==> src/rtl/arbiter_pred_pkg.sv <==
// arbiter_pred_pkg
// Shared types for the arbiter: how a held grant is released.
// Ports: none (package).
package arbiter_pred_pkg;

  typedef enum logic [1:0] {
    HOLD_NONE = 2'd0,  // re-arbitrate every cycle
    HOLD_ACK  = 2'd1,  // grant held until its acknowledge bit is seen
    HOLD_REQ  = 2'd2   // grant held while the granted request stays high
  } hold_mode_e;

  function automatic hold_mode_e hold_mode(input int block, input int block_ack);
    if (block == 0) return HOLD_NONE;
    return (block_ack != 0) ? HOLD_ACK : HOLD_REQ;
  endfunction

endpackage

==> src/rtl/arbiter_pred_priority_encoder.sv <==
// priority_encoder
// Picks the highest-priority set bit of a vector.
// Ports:
//   input_unencoded  : candidate bits
//   output_valid     : any bit set
//   output_encoded   : index of the winning bit (0 when none)
//   output_unencoded : one-hot of the winning bit (0 when none)
module priority_encoder #(
  parameter int WIDTH             = 4,
  parameter int LSB_HIGH_PRIORITY = 0
) (
  input  logic [WIDTH-1:0]         input_unencoded,
  output logic                     output_valid,
  output logic [$clog2(WIDTH)-1:0] output_encoded,
  output logic [WIDTH-1:0]         output_unencoded
);

  localparam int IDX_W = $clog2(WIDTH);

  assign output_valid = |input_unencoded;

  // Scan from lowest to highest priority so the last hit is the winner.
  always_comb begin
    output_encoded = '0;
    if (LSB_HIGH_PRIORITY != 0) begin
      for (int i = WIDTH - 1; i >= 0; i--) begin
        if (input_unencoded[i]) output_encoded = i[IDX_W-1:0];
      end
    end else begin
      for (int i = 0; i < WIDTH; i++) begin
        if (input_unencoded[i]) output_encoded = i[IDX_W-1:0];
      end
    end
  end

  always_comb begin
    output_unencoded = '0;
    if (output_valid) output_unencoded[output_encoded] = 1'b1;
  end

endmodule

==> src/rtl/arbiter_pred.sv <==
// arbiter_pred
// Registered N-way arbiter: fixed priority or round-robin, with optional
// grant holding released either by acknowledge or by the request dropping.
// Ports:
//   clk           : clock, rising edge
//   rst           : asynchronous reset, active low
//   request       : per-port request
//   acknowledge   : per-port release of a held grant (bits off-grant ignored)
//   grant         : one-hot grant or zero (registered)
//   grant_valid   : OR of grant (registered)
//   grant_encoded : index of the granted port, 0 when idle (registered)
module arbiter_pred
  import arbiter_pred_pkg::*;
#(
  parameter int PORTS                 = 4,
  parameter int ARB_TYPE_ROUND_ROBIN  = 0,
  parameter int ARB_BLOCK             = 0,
  parameter int ARB_BLOCK_ACK         = 1,
  parameter int ARB_LSB_HIGH_PRIORITY = 0
) (
  input  logic                     clk,
  input  logic                     rst,
  input  logic [PORTS-1:0]         request,
  input  logic [PORTS-1:0]         acknowledge,
  output logic [PORTS-1:0]         grant,
  output logic                     grant_valid,
  output logic [$clog2(PORTS)-1:0] grant_encoded
);

  localparam int         IDX_W = $clog2(PORTS);
  localparam hold_mode_e HOLD  = hold_mode(ARB_BLOCK, ARB_BLOCK_ACK);

  logic [PORTS-1:0] grant_p0, grant_d;
  logic [PORTS-1:0] mask_p0, mask_d;
  logic             vld_p0, vld_d;
  logic [IDX_W-1:0] enc_p0, enc_d;

  logic             req_vld, msk_vld;
  logic [IDX_W-1:0] req_enc, msk_enc;
  logic [PORTS-1:0] req_onehot, msk_onehot;
  logic [PORTS-1:0] masked_req;
  logic             hold;

  assign masked_req = request & mask_p0;

  priority_encoder #(
    .WIDTH             (PORTS),
    .LSB_HIGH_PRIORITY (ARB_LSB_HIGH_PRIORITY)
  ) u_enc_req (
    .input_unencoded  (request),
    .output_valid     (req_vld),
    .output_encoded   (req_enc),
    .output_unencoded (req_onehot)
  );

  priority_encoder #(
    .WIDTH             (PORTS),
    .LSB_HIGH_PRIORITY (ARB_LSB_HIGH_PRIORITY)
  ) u_enc_masked (
    .input_unencoded  (masked_req),
    .output_valid     (msk_vld),
    .output_encoded   (msk_enc),
    .output_unencoded (msk_onehot)
  );

  always_comb begin
    hold = 1'b0;
    case (HOLD)
      HOLD_ACK: hold = vld_p0 && ((grant_p0 & acknowledge) == '0);
      HOLD_REQ: hold = (grant_p0 & request) != '0;
      default:  hold = 1'b0;
    endcase
  end

  always_comb begin
    grant_d = grant_p0;
    vld_d   = vld_p0;
    enc_d   = enc_p0;
    mask_d  = mask_p0;
    if (!hold) begin
      // An empty masked set means the rotation wrapped: fall back to the
      // plain request so the top-priority requester is served next.
      if ((ARB_TYPE_ROUND_ROBIN != 0) && msk_vld) begin
        grant_d = msk_onehot;
        enc_d   = msk_enc;
      end else begin
        grant_d = req_onehot;
        enc_d   = req_enc;
      end
      vld_d = req_vld;
      // Only ports strictly behind the winner in priority order stay eligible.
      if ((ARB_TYPE_ROUND_ROBIN != 0) && req_vld) begin
        for (int i = 0; i < PORTS; i++) begin
          mask_d[i] = (ARB_LSB_HIGH_PRIORITY != 0) ? (i > int'(enc_d)) : (i < int'(enc_d));
        end
      end
    end
  end

  // ---- stage p0: registered grant state ----
  always_ff @(posedge clk or negedge rst) begin
    if (!rst) begin
      grant_p0 <= '0;
      vld_p0   <= 1'b0;
      enc_p0   <= '0;
      mask_p0  <= '1;
    end else begin
      grant_p0 <= grant_d;
      vld_p0   <= vld_d;
      enc_p0   <= enc_d;
      mask_p0  <= mask_d;
    end
  end

  assign grant         = grant_p0;
  assign grant_valid   = vld_p0;
  assign grant_encoded = enc_p0;

endmodule

==> config.mk <==
export PLATFORM = sky130hd
export DESIGN_NAME = arbiter_pred
export DESIGN_NICKNAME = d
export VERILOG_FILES = /design/src/rtl/arbiter_pred_pkg.sv /design/src/rtl/arbiter_pred_priority_encoder.sv /design/src/rtl/arbiter_pred.sv
export SDC_FILE = /design/constraint.sdc
export NUM_CORES = 1
export LEC_CHECK = 0
export ABC_AREA = 1
export BUFFER_PORTS_ARGS = -buffer_cell sky130_fd_sc_hd__buf_2
export CORE_AREA = 2 2 39 41
export DETAILED_ROUTE_END_ITERATION = 8
export DIE_AREA = 0 0 41 43
export PLACE_DENSITY = 0.48
export SLEW_MARGIN = 20
export SYNTH_ARGS = -nofsm -noshare
export SYNTH_HDL_FRONTEND = slang
export SYNTH_SLANG_ARGS = --single-unit
==> constraint.sdc <==
create_clock -name clk -period 0.8 [get_ports clk]
set_clock_uncertainty 0.05 [all_clocks]
set_input_delay 0 -clock clk [delete_from_list [all_inputs] [get_ports clk]]
set_output_delay 0 -clock clk [all_outputs]
set_load 0.02 [all_outputs]
==> After elaboration in Yosys (flattened, before gate mapping) <==
Index checks and enable logic that the tools add are counted.
{ "totals": {"reg_bits": 7, "in_bits": 10, "output_inout_bits": 7} }
{ "op_classes": {"magnitude_cmp": 2, "mux": 6, "reduce_logical": 2} }
{ "op_table": {"columns": ["operator", "count"], "rows": [
  ["2-bit 2-to-1 mux", 2],
  ["4-bit 2-to-1 mux", 1],
  ["4-bit OR reduction", 1],
  ["2-bit by 3-bit less-than comparator with 1-bit output, second input constant", 1],
  ["1-bit demux with 2-bit select", 1],
  ["2-bit by 1-bit >= comparator with 1-bit output, second input constant", 1],
  ["1-bit 2-to-1 mux", 2],
  ["1-bit logical AND", 1]
]} }

==> Depth between registers and ports, before layout <==
{ "depth": {"ltp_word": 8, "mapped_depth": 4, "mapped_depth_nobuf": 4} }

==> By module <==
From an unflattened synthesis, not the netlist that was laid out.
{ "hier_totals": {"cells_unflattened": 20, "area_unflattened_um2": 227.7} }
{ "modules_own_cells": {"columns": ["mod", "n_inst", "cells_each", "area_each_um2", "seq_area_each_um2"], "rows": [
  ["arbiter_pred", 1, 7, 175.2, 175.2],
  ["priority_encoder", 1, 13, 52.6, 0.0]
]} }

==> Least setup slack after synthesis <==
OpenSTA, ideal clock, no wires.
{ "synth_timing": {"kind": "reg-to-output", "start": "register grant_p0[0], in the netlist grant[0]", "end": "output grant[0]", "arrival_time_ps": 416, "setup_slack_ps": 334, "path_stages_with_launch": 1, "path_cell_list": "dfrtp_1"} }
{ "synth_lines": {"columns": ["item", "line", "text"], "rows": [
  ["start: declaration", "arbiter_pred.sv:33", "logic [PORTS-1:0] grant_p0, grant_d;"],
  ["start signal: assignment", "arbiter_pred.sv:108", "grant_p0 <= grant_d;"],
  ["end: declaration", "arbiter_pred.sv:25", "output logic [PORTS-1:0] grant,"]
]} }
No word-level cell between the ends.

==> Worst setup path after layout <==
{ "layout_timing": {"start": "register enc_p0[0], in the netlist grant_encoded[0]", "end": "output grant_encoded[0]"} }
{ "layout_lines": {"columns": ["item", "line", "text"], "rows": [
  ["start: declaration", "arbiter_pred.sv:36", "logic [IDX_W-1:0] enc_p0, enc_d;"],
  ["start signal: assignment", "arbiter_pred.sv:110", "enc_p0 <= enc_d;"],
  ["end: declaration", "arbiter_pred.sv:27", "output logic [$clog2(PORTS)-1:0] grant_encoded"]
]} }
No word-level cell between the ends.

==> results.cfg <==
[final_layout]
final_util_pct = 30.1
mostFrequentLayoutCells = dfrtp_1, buf_6, buf_2
final_layout_size_suffix_gt1_share_pct = 42.5
antennaDiodeCount = 0
area_growth_pct = 81.0
nets = 51
fillCellCount = 138

[timing]
fmax_mhz = 1270
tns_ns = 0
slew_violations = 0
fin_crit_sh_pct = 98.5
hold_viol = 7
final-setup-viol-count = 0
whs_ns = -0.151
worst_slew_pin_slew_ns = 0.149
rsz0062_at_grt = yes
finalCriticalPeriod_ns = 0.788
slew_headroom_pct = 90.1

[global_routing]
globalRouteOverflowTotal = 0
track_usage_pct = 5.47
antenna_found_initial = 0
grt_max_degree = 8
grt_first_pass_wirelength_um = 579
first_global_vias = 172

[clock_network]
clk_root_buffer_cell = clkbuf_4
cts.clk_slew.worst_paths_ns = 0.05
cts_tree = done
cts_hold_buf = 5
cts_inserted_buffers = 3
cts_sinks = 7
h-tree-depth = 1
postCtsSetupRepairBufs = 0
clockBufferDepth = 2

[route]
routed_via_density = 3.30
wl_um = 345
vias = 185
routedWlPerCell_um = 6.16
drt_iter0_drc = 4
ant_nets = 0
drc = 0
first_pass_iters = 4

[synthesis]
syn_area_per_cell_um2 = 11.0
synthCells = 21
syn-cell-area_um2 = 230
yosysSeqAreaShare_pct = 76.1
synth.distinct_cells = 7
synth_nets = 31
ys_seq_elements = 7
synth_warnings = 0

[worst_setup_path]
slowest_delay_ns = 0.37
crit_chain = buf_6
path_delay_family = flip-flops
slowest_stage = dfrtp_1
crit_fanout = 1
crit_required_ns = 0.75
arrival_ns = 0.74
end_kind = primary output
start_kind = flop
path_class = reg -> out
cp.depth = 1
cp.buffers_inverters = 1

[floorplan]
start_util_pct = 16.6
die-width_um = 41
fp.dieArea_um2 = 1760
placement_rows = 14
io_pins = 17
core-area_um2 = 1380
fp.dieH_um = 43

[placed_design]
io_buffers = 12
gp_congestion = 0.656

[run_status]
violations = hold timing
status = complete, but fails checks

[pwr]
finalPower_mw = 0.793
p_leak_nw = 0.212
ir_drop_uv = 399
power_per_cell_area_nw_per_um2 = 1900

[run]
cap_violations = 0

[hold_path]
min_path_type = in -> reg
hold_depth = 1
-- layout make-up --
type / instances / area, um2 / share of cell area [%]
inverter: 4 / 15.0 / 3.60
sequential: 7 / 175 / 42.0
multi-input combinational: 9 / 36.3 / 8.71
timing repair buffer: 16 / 144 / 34.5
clock buffer: 4 / 26.3 / 6.31
tap: 16 / 20.0 / 4.80
-- stage by stage --
| step | hold slack [ns] | instances | setup WS [ns] | cell area, um2 |
|---|---|---|---|---|
| floorplan | -0.346 | 21 | 0.334 | 230 |
| global placement | -0.213 | 48 | 0.255 | 307 |
| detailed placement | -0.216 | 48 | 0.262 | 307 |
| CTS | -0.159 | 57 | -0.00556 | 427 |
| global route | -0.160 | 56 | -0.0222 | 417 |
| finish | -0.151 | 56 | 0.0118 | 417 |
-- state kept, by name, indices dropped and copies added (netlist names) --
register and flops:
grant_valid 1, grant_encoded 2, grant 4
-- Yosys cell counts, drive strengths merged --
| library cell | number | area (um2) |
|---|---|---|
| inv | 4 | 15.0 |
| clkbuf | 1 | 3.75 |
| dfrtp | 7 | 175 |
| nor2 | 5 | 21.3 |
| nand2 | 4 | 15.0 |
-- timing repair --
| item | 4_1_cts | 5_1_grt |
|---|---|---|
| resized for setup | 14 | 0 |
| endpoints found under the setup margin | 7 | 8 |
| endpoints found under the hold margin | 14 | 5 |
| pin swaps | 0 | 0 |
-- power breakdown --
| group | switching (mW) | internal, mW |
|---|---|---|
| logic | 0.0534 | 0.0583 |
| clock network | 0.114 | 0.189 |
| registers | 0.00683 | 0.371 |
-- layer usage --
metal	up-vias	wire length, um	track usage [%]
li1	96	-	-
met1	82	142	5.61
met2	7	174	6.88
met3	0	28	1.57
met4	0	0	8.00
met5	-	0	0
-- cell families (layout without fill, tap and decap cells) --
| logic type | count (synthesis) | in the layout | share of synthesized area [%] |
|---|---|---|---|
| buf+inv | 5 | 24 | 8.15 |
| flops | 7 | 7 | 76.1 |
| simple gates | 9 | 9 | 15.8 |
-- path summary, 6_finish.rpt --
kind | start | endpoint | slack (ns)
min in group asynchronous | rst | grant_valid | 0.06
hold / removal | request[3] | grant[3] | -0.15
setup / recovery | grant_encoded[0] | grant_encoded[0] | 0.01
max in group asynchronous | rst | grant[3] | 0.49
(Power assumes the default switching activity.)
